`src/rtl/ttl_bcd_display_scanner.sv`:
```
// Multiplexed 7-segment scanner for a cascaded BCD counter chain.
// Frame snapshot, leading-zero blanking, lamp test, dead time.
module ttl_bcd_display_scanner #(
  parameter int DIGITS   = 4,
  parameter int SCAN_DIV = 1000,
  parameter int BLANK_LZ = 1
) (
  input  logic                  clk,
  input  logic                  MR,
  input  logic [4*DIGITS-1:0]   BCD,
  input  logic [DIGITS-1:0]     DP_in,
  input  logic                  LT_n,
  input  logic                  BL_n,
  output logic [6:0]            SEG,
  output logic                  DP,
  output logic [DIGITS-1:0]     DIG_n,
  output logic                  FRAME
);

  localparam int IW = $clog2(DIGITS);
  localparam int PW = $clog2(SCAN_DIV);

  localparam logic [PW-1:0] P_LAST = PW'(SCAN_DIV - 1);
  localparam logic [IW-1:0] I_LAST = IW'(DIGITS - 1);

  logic [PW-1:0]         pcnt;
  logic [IW-1:0]         idx;
  logic [4*DIGITS-1:0]   fr_bcd;
  logic [DIGITS-1:0]     fr_dp;
  logic                  load_pending;

  logic                  slot_end;
  logic                  frame_end;
  logic                  capture;
  logic [3:0]            cur_bcd;
  logic                  cur_dp;
  logic [DIGITS-1:0]     lz;
  logic                  blank;

  assign slot_end  = (pcnt == P_LAST);
  assign frame_end = slot_end && (idx == I_LAST);
  assign capture   = load_pending || frame_end;

  assign cur_bcd = fr_bcd[{idx, 2'b00} +: 4];
  assign cur_dp  = fr_dp[idx];
  assign blank   = lz[idx];

  // Active-low g..a pattern; error codes show a dash.
  function automatic logic [6:0] seg7(input logic [3:0] v);
    logic [6:0] s;
    unique case (v)
      4'd0:    s = 7'b1000000;
      4'd1:    s = 7'b1111001;
      4'd2:    s = 7'b0100100;
      4'd3:    s = 7'b0110000;
      4'd4:    s = 7'b0011001;
      4'd5:    s = 7'b0010010;
      4'd6:    s = 7'b0000010;
      4'd7:    s = 7'b1111000;
      4'd8:    s = 7'b0000000;
      4'd9:    s = 7'b0010000;
      default: s = 7'b0111111;
    endcase
    return s;
  endfunction

  // Leading-zero mask: walk down from the top digit while
  // every digit so far is zero with no decimal point requested.
  always_comb begin
    logic run;
    lz  = '0;
    run = (BLANK_LZ != 0);
    for (int i = DIGITS - 1; i >= 1; i--) begin
      run   = run && (fr_bcd[4*i +: 4] == 4'd0) && !fr_dp[i];
      lz[i] = run;
    end
  end

  // Prescaler and digit index; idx steps on the last slot clock.
  always_ff @(posedge clk or posedge MR) begin
    if (MR) begin
      pcnt <= '0;
      idx  <= '0;
    end else begin
      if (slot_end) begin
        pcnt <= '0;
        idx  <= (idx == I_LAST) ? '0 : idx + IW'(1);
      end else begin
        pcnt <= pcnt + PW'(1);
      end
    end
  end

  // Frame snapshot on the first edge after reset and at each idx wrap.
  always_ff @(posedge clk or posedge MR) begin
    if (MR) begin
      fr_bcd       <= '0;
      fr_dp        <= '0;
      load_pending <= 1'b1;
    end else if (capture) begin
      fr_bcd       <= BCD;
      fr_dp        <= DP_in;
      load_pending <= 1'b0;
    end
  end

  // Registered digit enables: blanking, then dead cycle, then select.
  always_ff @(posedge clk or posedge MR) begin
    if (MR) begin
      DIG_n <= '1;
    end else if (!BL_n || (pcnt == '0)) begin
      DIG_n <= '1;
    end else begin
      DIG_n <= ~(DIGITS'(1) << idx);
    end
  end

  // Registered segments: lamp test, then blanking, then decode.
  always_ff @(posedge clk or posedge MR) begin
    if (MR) begin
      SEG <= 7'h7F;
      DP  <= 1'b1;
    end else if (!LT_n) begin
      SEG <= 7'h00;
      DP  <= 1'b0;
    end else if (blank) begin
      SEG <= 7'h7F;
      DP  <= 1'b1;
    end else begin
      SEG <= seg7(cur_bcd);
      DP  <= ~cur_dp;
    end
  end

  // One-clock pulse following every snapshot.
  always_ff @(posedge clk or posedge MR) begin
    if (MR) begin
      FRAME <= 1'b0;
    end else begin
      FRAME <= capture;
    end
  end

endmodule

```
`config.mk`:
```
export PLATFORM = sky130hd
export DESIGN_NAME = ttl_bcd_display_scanner
export DESIGN_NICKNAME = d
export VERILOG_FILES = /design/src/rtl/ttl_bcd_display_scanner.sv
export SDC_FILE = /design/constraint.sdc
export NUM_CORES = 1
export LEC_CHECK = 0
export CAP_MARGIN = 20
export CORE_MARGIN = 10
export CORE_UTILIZATION = 43
export DETAILED_ROUTE_END_ITERATION = 16
export GPL_ROUTABILITY_DRIVEN = 0
export HOLD_SLACK_MARGIN = 0.02
export PLACE_DENSITY = 0.66
export SETUP_SLACK_MARGIN = 0.05
export SLEW_MARGIN = 10
export SYNTH_ARGS = -nofsm -noshare
export SYNTH_HDL_FRONTEND = slang
export SYNTH_SLANG_ARGS = --single-unit
```
`constraint.sdc`:
```
create_clock -name clk -period 3.24 [get_ports clk]
set_input_delay 0.648 -clock clk [delete_from_list [all_inputs] [get_ports clk]]
set_output_delay 0.648 -clock clk [all_outputs]
set_load 0.03 [all_outputs]
```
# Yosys cells after proc, flatten, opt, wreduce, memory -nomap -nowiden
# Memories as Yosys holds them, arrays and structs flattened.
# Cells that the tools add are included.
# op_classes
eq_ne	2
order_cmp	1
n_addsub	2
reduce_logical	16
mul	0
shift	2
muxes	11
n_div	0
n_bitwise	2
# op_table
cell	n
$shiftx A16 B5 Y4	1
$mux W7	2
$logic_not A4 Y1	3
$add A10 B1 Y10 const B	1
$eq A10 B10 Y1 const B	1
$logic_not A10 Y1	1
$mux W10	1
$logic_and A1 B1 Y1	6
$bmux W1 S2	2
$logic_not A1 Y1	4
$mux W1	4
$mux W4	1
$not A4 Y4	1
$shl A1 B2 Y4 const A	1
$lt A2 B3 Y1 const B	1
$add A2 B1 Y2 const B	1
$eq A2 B2 Y1 const B	1
$logic_or A1 B1 Y1	2
$mux W2	1
$not A1 Y1	1
# word_totals
latchBits	0
mem_bits_ro	112
reg_bits	46
inputBits	24
elab_cells	46
mem_count	1
ramBits	0
output_inout_bits	13
# mem_list
memory	depth	width	rd	rd_clocked_by_memory_dff	write_ports	line_no	text
(name not given)	16	7	1	0	0	51	unique case (v)

# Depth between registers and ports, before layout
# logic_depth
ltp_word	10
ltp_mapped	7
depth_no_buf	6

# Worst setup path before layout
# No wires, ideal clock.
# synth_path
path_type	register to register
from	reg idx[0]
to	reg SEG[0]
period_less_slack_ns	1.715
path_buffers	1
t_required_ns	3.150
stages_incl_launch_ff	7
path_slack_ns	1.525
arrival_ns	1.626
setup_time_ns	0.090
path_cell_list	dfrtp_1 > buf_4 > mux4_2 > ha_1 > mux2_2 > nand2_1 > nand3_1
# synth_between
elab_chain_len	4
word_cells_on_any_way	6
classes_between	1 x shift; 4 x mux; 1 x memory
# synth_lines
element	line_no	text
start, declared	27	logic [IW-1:0] idx;
start signal, assigned	87	idx <= (idx == I_LAST) ? '0 : idx + IW'(1);
$shiftx A16 B5 Y4 or $bmux W1 S2 (tied branches)	44, 46	
$mem_v2 Z16 W7 or $mux W1 (tied branches)	-	
$mux W7 (*)	126	end else if (blank) begin
$mux W7 (*)	123	end else if (!LT_n) begin
end signal, assigned	130	SEG <= seg7(cur_bcd);
end, declared	14	output logic [6:0] SEG,
# Mark *: on every way between the ends. The rest lies on a longest branch, timed or not. The select of a mux whose other input is x is not followed.
# A chain may end at the register's enable or synchronous reset.

# Worst setup path in the final report
# layout_path
from	reg pcnt[0]
to	reg fr_bcd[9]
# layout_between
elab_chain_len	3
# layout_lines
element	line_no	text
start, declared	26	logic [PW-1:0] pcnt;
start signal, assigned	89	pcnt <= pcnt + PW'(1);
$eq A10 B10 Y1	40	assign slot_end = (pcnt == P_LAST);
$logic_and A1 B1 Y1	41	assign frame_end = slot_end && (idx == I_LAST);
$logic_or A1 B1 Y1	42	assign capture = load_pending || frame_end;
end signal, assigned	97	fr_bcd <= '0;
end signal, assigned	101	fr_bcd <= BCD;
end, declared	28	logic [4*DIGITS-1:0] fr_bcd;
# Every way passes these cells.

==> run_results.csv <==
group,metric,value,unit
clocking,cts-root-to-sink-buffers,2,
worst_setup_path,path_cells,"ha_1 -> nand3_2 -> nor4_4 -> a21oi_2 -> buf_4 -> mux2_4",
place,io_buffer_count,36,
worst_setup_path,cp_data_arrival_time,2380,ps
die,die_width,93.0,um
yosys,synth_commonest_cells,"33 x dfrtp_1, 19 x mux2_4, 13 x dfstp_2, 11 x ha_1, 11 x nand2_1",
drt,drt-pass1-iter-count,4,
yosys,synthDominantAreaCellType,"dfrtp_1",
outcome,outcome,"finished, final reports clean",
layout,num-fill-cells,464,
yosys,post_synth_inst_count,176,
clocking,cts_num_sinks,46,
job,max_cap_viols,0,
worst_setup_path,worst-r2r-cell-count,6,
hold_path,hold_class,"reg2reg",
global_routing,grt_util_all_layers,10.3,%
die,start_util,44.6,%
layout,final_cell_count_no_fill,285,
yosys,synth_warnings,0,
yosys,netlist-cell-type-count,42,
drt,wirelength,4200,um
die,die_ht,93.0,um
clocking,clock_insertion_delay_worst_skew,300,ps
sta,timing_worst_slew_pin_value,667,ps
layout,nets,249,
drt,drt_iter0_drc,73,
place,detailedPlacementHpwl,3090,um
worst_setup_path,timing.setup.critical_path_class,"reg2reg",
die,io_pins,37,
worst_setup_path,cp_slowest_cell,"nor4_4",
yosys,synth_ff_type,"dfrtp_1",
yosys,synth-seq-area-share,51.0,%
drt,final_antenna_net_count,0,
yosys,synth_area_leaders,"dfrtp_1 36%, dfstp_2 15%, mux2_4 12%, ha_1 6.0%, mux4_2 4.9%",
worst_setup_path,critPathMaxFanout,21,
place,place_area,2700,um2
power_and_ir_drop,irDropWorstVdd,0.000202,V
global_routing,global_route_wire_length_before_repair,7370,um
drt,avgViaCountPerCell,4.88,
yosys,synth_top_area_share,36.0,%
yosys,yosys_register_bits,46,
global_routing,first_global_vias,1428,
global_routing,gr-total-overflow,0,
sta,fmax,456,MHz
die,fp-row-count,26,
yosys,synth_fp_nets,211,
clocking,postCtsSetupBuffers,0,
sta,drv_slew,0,
yosys,yosysMostFrequentCell,"dfrtp_1",
yosys,synth-async-reset-ratio,100,%
layout,area.growth.synth_to_final,22.8,%
sta,tns,0,ps
sta,finalCritPeriodShare,67.7,%
clocking,clk_pin_slew,90,ps
sta,final_setup_viols,0,
yosys,synth_edf_count,0,
clocking,post_cts_resized,0,
place,dpl.cell_count,277,
sta,rsz0062_at_grt,"no",
power_and_ir_drop,power-per-cell-area,450,nW/um2
layout,drive_gt1_share,25.6,%
drt,routedWlPerCell,14.8,um
global_routing,grt_start_max_net_pins,47,
worst_setup_path,crit_required,3420,ps
sta,setup_skew,10.6,ps
yosys,syn_avg_cell_area,13.0,um2
layout,fin_area,2810,um2
sta,timing.final.crit_period,2190,ps
clocking,root_buffer_cell,"clkbuf_8",
clocking,cts_buffers,5,
worst_setup_path,start_kind,"register",
sta,slew_headroom,55.2,%
drt,detail_route.drc_violations,0,
hold_path,min_delay_path_depth,1,
layout,n_antenna_cell,0,
sta,finalHoldViolCount,0,
drt,vias,1391,
clocking,cts_tree,"yes",
worst_setup_path,max_stage_delay,600,ps
die,dieArea,8650,um2
power_and_ir_drop,total_leakage_power,1.20,nW
global_routing,grt_antenna_before_repair,0,
clocking,cts.htree.levels,2,
yosys,cell_area_synth,2290,um2
worst_setup_path,setup.worst_path.end_class,"register",
die,area_of_the_core,5140,um2
clocking,cts.hold.buffers_added,0,
final timing paths:
kind,slack [ps],end,startpoint
max in group asynchronous,2070,DIG_n[0]$_DFF_PP1_,MR
hold / removal,480,pcnt[0]$_DFF_PP0_,pcnt[0]$_DFF_PP0_
min in group asynchronous,790,fr_bcd[0]$_DFFE_PP0P_,MR
hold reg to reg,480,pcnt[0]$_DFF_PP0_,pcnt[0]$_DFF_PP0_
setup reg to reg,1050,fr_bcd[9]$_DFFE_PP0P_,pcnt[0]$_DFF_PP0_
setup / recovery,1050,fr_bcd[9]$_DFFE_PP0P_,pcnt[0]$_DFF_PP0_
routing by layer:
layer / wire (um) / GRT usage [%]
met5: 0 / 0
met4: 39 / 2.31
met3: 264 / 3.92
met2: 1720 / 13.5
met1: 2180 / 15.3
flip-flops by register name, summed over array words and instances (netlist names):
register / count
DP: 1
load_pending: 1
fr_bcd: 16
fr_dp: 4
pcnt: 10
FRAME: 1
idx: 2
SEG: 7
DIG_n: 4
per-stage QoR:
stage,hold slack (ps),setup WS [ps],power (mW),utilization [%]
2_1_floorplan,447,1520,0.778,-
3_3_place_gp,465,1030,0.855,52.5
3_5_place_dp,472,956,0.857,52.5
4_1_cts,485,1020,1.28,54.7
5_1_grt,522,866,1.32,54.7
6_report,480,1050,1.27,54.7
power breakdown:
| part | leakage (nW) | switching [mW] | internal [mW] | total (mW) |
|---|---|---|---|---|
| clock network | 0.0504 | 0.194 | 0.229 | 0.423 |
| logic | 0.612 | 0.0883 | 0.108 | 0.197 |
| registers | 0.534 | 0.0247 | 0.621 | 0.646 |
kinds of logic after synthesis:
family	after synthesis	share of synthesized area [%]
other	1	0.164
adders and majority gates	11	6.01
buffers and inverters	17	3.99
and+or+nand+nor	50	12.4
muxes	26	18.4
xor gates and xnor gates	6	2.29
AOI/OAI and AO/OA	19	5.84
DFF	46	51.0
cells in the final DEF, fill, tap and decap left out, types with 2 or more instances in the layout:
cell / instances
ha_1: 11
mux4_2: 5
clkbuf_8: 5
o21ai_0: 5
xnor2_1: 3
clkinvlp_4: 2
a21oi_1: 2
a31oi_1: 2
buf_4: 2
nand2_1: 11
inv_1: 9
nor3_1: 3
mux2_4: 19
nand4_1: 3
clkdlybuf4s50_1: 36
nor4b_1: 2
nor2b_1: 3
dfstp_2: 13
dfrtp_1: 33
nor2_1: 9
nand3_1: 9
mux2_2: 2
xor2_1: 3
and3_1: 2
o211ai_1: 2
layout make-up:
class                   instances  area [um2]  area share (%)
clock buffers                   5        68.8            2.45
clock inverters                 3        45.0            1.60
inverters                      10        37.5            1.33
multi-input cells             113        1030            36.7
flip-flops and latches         46        1170            41.5
well taps                      70        87.6            3.11
repair buffers                 38         375            13.3
worst max-delay path: cells and delay by family, from the launching register on:
kind / cells / cell delay (ps)
AO/OA/AOI/OAI: 1 / 110
adder cells (fa/ha/maj): 1 / 240
buffers and inverters: 1 / 260
flip-flops: 1 / 390
multiplexers: 1 / 330
AND/OR/NAND/NOR: 2 / 740
Power figures use the tool's default switching activity.
